<file path="src/rtl/sprite_line_sched_pkg.sv">
// sprite_line_sched_pkg: shared constants, attribute/request layouts and scheduler states
package sprite_pkg;
    localparam int NSPR = 128;
    localparam int AW = $clog2(NSPR);
    localparam int FIFO_DEPTH = 16;
    localparam int MAX_PER_LINE = 24;
    localparam logic [8:0] SPR_H_SHORT = 9'd16;
    localparam logic [8:0] SPR_H_TALL = 9'd32;
    typedef struct packed {
        logic [2:0] code_hi;
        logic       tall;
        logic       colour_hi;
        logic       hflip_n;
        logic [1:0] colour_lo;
    } attr_t;
    typedef struct packed {
        logic [4:0] yoff;
        attr_t      attr;
        logic [7:0] x;
        logic [7:0] id;
    } req_t;
    typedef enum logic [1:0] {IDLE, ADDR, EVAL} state_t;
endpackage

</file>
<file path="src/rtl/sprite_line_sched_if.sv">
// sprite_line_sched_if: shadow-RAM read port plus drawer request handshake
interface sprite_line_sched_if;
    logic [sprite_pkg::AW-1:0] attr_addr;
    logic [7:0] attr_y, attr_a, attr_x, attr_id;
    logic req_valid, req_ready;
    logic [4:0] req_yoff;
    logic [7:0] req_attr, req_x, req_id;
    modport master(
        output attr_addr, input attr_y, attr_a, attr_x, attr_id,
        output req_valid, input req_ready, output req_yoff, req_attr, req_x, req_id
    );
    modport slave(
        input attr_addr, output attr_y, attr_a, attr_x, attr_id,
        input req_valid, output req_ready, input req_yoff, req_attr, req_x, req_id
    );
endinterface

</file>
<file path="src/rtl/sprite_line_sched_fifo.sv">
// sprite_req_fifo: synchronous show-ahead FIFO with flush; head reads as zero when empty
module sprite_req_fifo #(
    parameter int W = 29,
    parameter int DEPTH = 16
) (
    input  logic         clk,
    input  logic         rst,
    input  logic         flush_i,
    input  logic         push_i,
    input  logic [W-1:0] din_i,
    input  logic         pop_i,
    output logic [W-1:0] dout_o,
    output logic         valid_o,
    output logic         full_o
);
    localparam int AW = $clog2(DEPTH);
    logic [W-1:0] mem_q [DEPTH];
    logic [AW:0] wr_q, rd_q;
    logic empty, do_push, do_pop;
    assign empty = wr_q == rd_q;
    assign full_o = (wr_q[AW] != rd_q[AW]) && (wr_q[AW-1:0] == rd_q[AW-1:0]);
    assign do_push = push_i & ~full_o;
    assign do_pop = pop_i & ~empty;
    assign valid_o = ~empty;
    assign dout_o = empty ? '0 : mem_q[rd_q[AW-1:0]];
    always_ff @(posedge clk) begin
        if (rst || flush_i) begin
            wr_q <= '0;
            rd_q <= '0;
        end else begin
            wr_q <= wr_q + (AW+1)'(do_push);
            rd_q <= rd_q + (AW+1)'(do_pop);
        end
    end
    always_ff @(posedge clk) begin
        if (do_push) mem_q[wr_q[AW-1:0]] <= din_i;
    end
endmodule

</file>
<file path="src/rtl/sprite_line_sched.sv">
// sprite_line_sched: scans all sprite attributes each line and queues the vertically visible ones
module sprite_line_sched
    import sprite_pkg::*;
#(
    parameter int DEPTH = FIFO_DEPTH,
    parameter int MAX_HITS = MAX_PER_LINE
) (
    input  logic                clk_sys,
    input  logic                reset,
    input  logic                line_start,
    input  logic [8:0]          line_y,
    input  logic                dma_busy,
    sprite_line_sched_if.master bus,
    output logic                scan_done,
    output logic                overflow,
    output logic                busy
);
    localparam int CW = $clog2(MAX_HITS + 1);
    state_t state_q, state_d;
    logic [AW-1:0] idx_q, idx_d;
    logic [7:0] line_q, line_d;
    logic [CW-1:0] cnt_q, cnt_d;
    logic ovf_q, ovf_d;
    logic [8:0] diff, height;
    attr_t attr;
    req_t req_in, head;
    logic hit, room, full, start, abort, stall, push, last, unused_line;
    assign attr = attr_t'(bus.attr_a);
    // 9-bit subtract: a borrow means the sprite starts below this line, never wrapping past 0
    assign diff = {1'b0, line_q} - {1'b0, bus.attr_y};
    assign height = attr.tall ? SPR_H_TALL : SPR_H_SHORT;
    assign hit = ~diff[8] & (diff < height);
    assign room = cnt_q != CW'(MAX_HITS);
    assign start = line_start & ~dma_busy;
    assign abort = dma_busy & (state_q != IDLE);
    assign last = idx_q == AW'(NSPR - 1);
    assign stall = (state_q == EVAL) & hit & room & full;
    assign push = (state_q == EVAL) & hit & room & ~full;
    assign req_in = '{yoff: diff[4:0], attr: attr, x: bus.attr_x, id: bus.attr_id};
    assign unused_line = line_y[8];
    always_comb begin
        state_d = state_q;
        idx_d = idx_q;
        line_d = line_q;
        cnt_d = cnt_q;
        ovf_d = ovf_q;
        scan_done = 1'b0;
        if (abort) begin
            state_d = IDLE;
            idx_d = '0;
        end else if (start) begin
            state_d = ADDR;
            idx_d = '0;
            line_d = line_y[7:0];
            cnt_d = '0;
            ovf_d = 1'b0;
        end else if (state_q == ADDR) begin
            state_d = EVAL;
        end else if (state_q == EVAL && !stall) begin
            cnt_d = cnt_q + CW'(hit & room);
            ovf_d = ovf_q | (hit & ~room);
            scan_done = last;
            state_d = last ? IDLE : ADDR;
            idx_d = last ? '0 : idx_q + AW'(1);
        end
    end
    always_ff @(posedge clk_sys) begin
        if (reset) begin
            state_q <= IDLE;
            idx_q <= '0;
            line_q <= '0;
            cnt_q <= '0;
            ovf_q <= 1'b0;
        end else begin
            state_q <= state_d;
            idx_q <= idx_d;
            line_q <= line_d;
            cnt_q <= cnt_d;
            ovf_q <= ovf_d;
        end
    end
    sprite_req_fifo #(.W($bits(req_t)), .DEPTH(DEPTH)) u_fifo (
        .clk(clk_sys),
        .rst(reset),
        .flush_i(start | abort),
        .push_i(push),
        .din_i(req_in),
        .pop_i(bus.req_ready),
        .dout_o(head),
        .valid_o(bus.req_valid),
        .full_o(full)
    );
    assign bus.attr_addr = idx_q;
    assign bus.req_yoff = head.yoff;
    assign bus.req_attr = head.attr;
    assign bus.req_x = head.x;
    assign bus.req_id = head.id;
    assign overflow = ovf_q;
    assign busy = (state_q != IDLE) | bus.req_valid;
endmodule
</file>
<file path="src/flat_wrapper.sv">
// flat-port wrapper written by rule: the top's interface ports become plain ports
module sprite_line_sched_flat import sprite_pkg::*;
#(
    parameter int DEPTH = FIFO_DEPTH,
    parameter int MAX_HITS = MAX_PER_LINE
)
  (clk_sys, reset, line_start, line_y, dma_busy, scan_done, overflow, busy, bus_attr_addr, bus_attr_y, bus_attr_a, bus_attr_x, bus_attr_id, bus_req_valid, bus_req_ready, bus_req_yoff, bus_req_attr, bus_req_x, bus_req_id);
  sprite_line_sched_if bus_i ();
  input  logic clk_sys;
  input  logic reset;
  input  logic line_start;
  input  logic [8:0] line_y;
  input  logic dma_busy;
  output logic scan_done;
  output logic overflow;
  output logic busy;
  output wire logic [$bits(bus_i.attr_addr)-1:0] bus_attr_addr;
  input wire logic [$bits(bus_i.attr_y)-1:0] bus_attr_y;
  input wire logic [$bits(bus_i.attr_a)-1:0] bus_attr_a;
  input wire logic [$bits(bus_i.attr_x)-1:0] bus_attr_x;
  input wire logic [$bits(bus_i.attr_id)-1:0] bus_attr_id;
  output wire logic [$bits(bus_i.req_valid)-1:0] bus_req_valid;
  input wire logic [$bits(bus_i.req_ready)-1:0] bus_req_ready;
  output wire logic [$bits(bus_i.req_yoff)-1:0] bus_req_yoff;
  output wire logic [$bits(bus_i.req_attr)-1:0] bus_req_attr;
  output wire logic [$bits(bus_i.req_x)-1:0] bus_req_x;
  output wire logic [$bits(bus_i.req_id)-1:0] bus_req_id;
  assign bus_attr_addr = bus_i.attr_addr;
  assign bus_i.attr_y = bus_attr_y;
  assign bus_i.attr_a = bus_attr_a;
  assign bus_i.attr_x = bus_attr_x;
  assign bus_i.attr_id = bus_attr_id;
  assign bus_req_valid = bus_i.req_valid;
  assign bus_i.req_ready = bus_req_ready;
  assign bus_req_yoff = bus_i.req_yoff;
  assign bus_req_attr = bus_i.req_attr;
  assign bus_req_x = bus_i.req_x;
  assign bus_req_id = bus_i.req_id;
  sprite_line_sched #(.DEPTH(DEPTH), .MAX_HITS(MAX_HITS)) u_core (.clk_sys(clk_sys), .reset(reset), .line_start(line_start), .line_y(line_y), .dma_busy(dma_busy), .bus(bus_i), .scan_done(scan_done), .overflow(overflow), .busy(busy));
endmodule
</file>
<file path="config.mk">
export PLATFORM = sky130hd
export DESIGN_NAME = sprite_line_sched_flat
export DESIGN_NICKNAME = d
export VERILOG_FILES = /design/src/rtl/sprite_line_sched_pkg.sv /design/src/rtl/sprite_line_sched_if.sv /design/src/rtl/sprite_line_sched_fifo.sv /design/src/rtl/sprite_line_sched.sv /design/src/flat_wrapper.sv
export SDC_FILE = /design/constraint.sdc
export NUM_CORES = 1
export LEC_CHECK = 0
export CAP_MARGIN = 20
export CELL_PAD_IN_SITES_DETAIL_PLACEMENT = 1
export CELL_PAD_IN_SITES_GLOBAL_PLACEMENT = 1
export CORE_UTILIZATION = 48
export CTS_CLUSTER_SIZE = 14
export DETAILED_ROUTE_END_ITERATION = 12
export PLACE_DENSITY_LB_ADDON = 0.08
export SLEW_MARGIN = 10
export SYNTH_ARGS = -nofsm -noshare
export SYNTH_HDL_FRONTEND = slang
export SYNTH_HIERARCHICAL = 1
export SYNTH_SLANG_ARGS = --single-unit
</file>
<file path="constraint.sdc">
create_clock -name clk_sys -period 9.6 [get_ports clk_sys]
set_clock_uncertainty 0.2 [all_clocks]
set_input_delay 0.96 -clock clk_sys [delete_from_list [all_inputs] [get_ports clk_sys]]
set_output_delay 0.96 -clock clk_sys [all_outputs]
set_load 0.005 [all_outputs]
</file>
==> impl_metrics.yaml <==
timing:
  setup_viol: 0
  worst_slack_ps: 3390
  rsz0062_at_grt: "false"
  timing.final.crit_share_pct: 64.7
  slew_violations: 0
  hold_viol: 0
  fin_setup_tns_ps: 0
  slew_headroom_pct: 21.2
  fin_crit_ps: 6210
  max_clock_freq_mhz: 161
  worst_pin_slew_ps: 1180
grt:
  grt_pass1_wl_mm: 67.2
  grt_max_degree: 63
  antenna_found_initial: 0
  grt_pass1_vias: 10800
  grt_overflow_total: 0
  grt_usage_pct: 22.1
route:
  vias: 10100
  drtAntennaViolNets: 0
  first_iter_violations: 647
  wl_mm: 44.5
  dr.pass1.iters: 5
  viasPerCell: 6.01
  wl_per_cell_um: 26.5
  post-route-drc-count: 0
synthesis:
  synth_most_common_cell: "edfxtp_1"
  syn_inst: 993
  yosysWarnings: 6
  synthArstFlopShare_pct: 0
  synth_top_cell_area_share_pct: 70.8
  synth_area_um2: 19700
  yosys.area.top_type: "edfxtp_1"
  synth_enable_flop_cells: 464
  synthDistinctLibCells: 49
  synth.top_cells.by_count: "edfxtp_1 (464), mux4_2 (116), a22oi_1 (87), dfxtp_1 (33), nand2_1 (33)"
  synth-seq-cells: 497
  synthTopCellsByArea: "edfxtp_1 (71%), mux4_2 (13%), dfxtp_1 (3.4%)"
  synth_flop_cell: "edfxtp_1"
  avgSynthCellArea_um2: 19.8
  syn_nets: 1056
  ys_seq_area_share_pct: 74.2
setup_path:
  reg2reg_to: "u_core/u_fifo/mem_q[7][15]"
  cp-endpoint: "u_core/u_fifo/mem_q[7][15]"
  critPathRequiredTime_ps: 9620
  worst_setup_path_end_kind: "register"
  crit_chain: "clkdlybuf4s50_1, inv_1, ha_1, o211ai_1, a21oi_1, nor2b_1, xnor2_1, ha_1, or3_1, or3_4, a221oi_4, and2_1, nor3b_1, inv_1, a2111oi_2, buf_4"
  r2r_start: "u_core/line_q[4]"
  start_kind: "primary input"
  crit_start: "bus_attr_y[4]"
  crit_type: "in2reg"
  crit_fanout: 23
  crit_slowest_cell: "a2111oi_2"
  reg2reg_depth: 14
  cp_slowest_stage_delay_ps: 970
  reg2reg_slack_ps: 3960
  crit_arrival_ps: 6230
outcome:
  outcome: "completed"
cells_and_area:
  nFillCells: 3468
  syn_to_final_growth_pct: 16.5
  diodes: 0
  fin_nets: 1174
  layout-drive-gt1-share_pct: 22.7
die:
  ios: 86
  dieHeight_um: 204
  coreArea_um2: 40100
  rows: 73
  dieArea_um2: 41800
  die_x_um: 204
  start_util_pct: 49.1
clocking:
  hold_buffers: 0
  cts_resized: 0
  clkLatencyLatePin_ps: 590
  numCtsBuffers: 52
  post_cts_buffers: 0
  clkSinkCount: 497
  clk_pin_slew_ps: 60
  cts_tree: "built"
  cts_root_buf: "clkbuf_16"
  cts_max_path_buffers: 3
  h-tree-depth: 2
worst_hold_path:
  min-delay-start: "u_core/line_q[0]"
  worstHoldPathType: "reg2reg"
placed_design:
  dp_slack_ps: 2730
  dp_hpwl_mm: 25.0
  gp_congestion: 0.749
  portBuffers: 84
power:
  ir_drop_v: 0.000149
  power.density_nw_per_um2: 190
  p_leak_nw: 7.15
flow_run:
  cap_violations: 0
[report_power, final]
part / switching, mW / leakage (nW) / internal, mW / total, mW
Sequential: 0.00159 / 4.44 / 2.38 / 2.38
Combinational: 0.0622 / 1.94 / 0.0333 / 0.0955
Clock: 0.806 / 0.773 / 1.07 / 1.88
Total: 0.870 / 7.15 / 3.48 / 4.35
[sequential cells by signal (all words and copies together) (netlist names)]
register,count
u_core/u_fifo/mem_q,464
u_core/line_q,8
u_core/bus.attr_addr,7
u_core/cnt_q,5
u_core/u_fifo/rd_q,5
u_core/u_fifo/wr_q,5
u_core/state_q,2
u_core/overflow,1
[worst min path at each step]
stage,cells after the start,slack [ps],endpoint
after floorplan,2,240,u_core/line_q[0]
after global placement,2,250,u_core/line_q[0]
after detailed placement,2,250,u_core/line_q[0]
after CTS,2,260,u_core/line_q[0]
after global routing,2,270,u_core/line_q[4]
final,2,250,u_core/line_q[0]
[cells in the final DEF, fill, tap and decap left out, types with 3 or more instances in the layout]
| cell type | synthesis | layout |
|---|---|---|
| edfxtp_1 | 464 | 464 |
| mux4_2 | 116 | 116 |
| a22oi_1 | 87 | 87 |
| clkdlybuf4s50_1 | 0 | 84 |
| clkbuf_16 | 0 | 53 |
| buf_4 | 0 | 37 |
| nand2_1 | 33 | 33 |
| dfxtp_1 | 33 | 31 |
| nor2_1 | 25 | 24 |
| inv_1 | 19 | 19 |
| a21oi_1 | 18 | 18 |
| ha_1 | 16 | 16 |
| a2111oi_2 | 0 | 16 |
| nand3_1 | 15 | 15 |
| clkinv_1 | 0 | 13 |
| nand2b_1 | 11 | 11 |
| clkinv_2 | 0 | 10 |
| clkbuf_1 | 22 | 9 |
| xor2_1 | 9 | 8 |
| and2_1 | 7 | 6 |
| or3_1 | 5 | 5 |
| xnor2_1 | 7 | 5 |
| clkinvlp_4 | 0 | 4 |
| o211ai_1 | 4 | 4 |
| a21o_1 | 4 | 4 |
| nor3_1 | 4 | 4 |
| inv_6 | 0 | 3 |
| o21ai_0 | 3 | 3 |
| nor2b_1 | 5 | 3 |
| o31ai_1 | 3 | 3 |
| or2_2 | 3 | 3 |
[metrics by stage]
stage | area, um2 | power [mW] | util, % | cells | hold slack, ps
2_1_floorplan | 19700 | 2.46 | - | 993 | 236
3_3_place_gp | 21300 | 2.52 | 53.1 | 1579 | 247
3_5_place_dp | 21300 | 2.52 | 53.1 | 1579 | 251
4_1_cts | 22900 | 4.40 | 57.1 | 1674 | 259
5_1_grt | 22900 | 4.47 | 57.2 | 1677 | 275
6_report | 22900 | 4.35 | 57.2 | 1677 | 254
[routing by layer]
| layer | wire length, um | up-vias | GRT usage [%] |
|---|---|---|---|
| met5 | 0 | - | 0 |
| met4 | 927 | 0 | 6.61 |
| met3 | 1840 | 59 | 3.17 |
| met2 | 22000 | 249 | 36.6 |
| met1 | 19700 | 5393 | 30.5 |
| li1 | - | 4380 | - |
[cell type report]
type                            instances  area [um2]  share of cell area [%]
Sequential cell                       497       14600                    63.7
Multi-Input combinational cell        419        4880                    21.3
Clock buffer                           63        1370                    5.99
Timing Repair Buffer                  122        1130                    4.91
Tap cell                              525         657                    2.87
Clock inverter                         32         215                   0.939
Inverter                               19        71.3                   0.311
[worst max-delay path, delay by kind of cell]
kind | cells | cell delay [ps]
and+or+nand+nor | 5 | 1320
xor gates and xnor gates | 1 | 130
buffers and inverters | 4 | 1470
AOI/OAI and AO/OA | 4 | 1720
adders and majority gates | 2 | 590
[logic make-up after synthesis]
logic type                 count (synthesis)  share of synthesized area (%)
and+or+nand+nor                          115                           2.89
buffers and inverters                     77                           1.85
AOI/OAI and AO/OA                        152                           5.84
xor gates and xnor gates                  16                          0.712
adders and majority gates                 17                           1.12
muxes                                    119                           13.4
DFF                                      497                           74.2
Power figures use the tool's default switching activity.
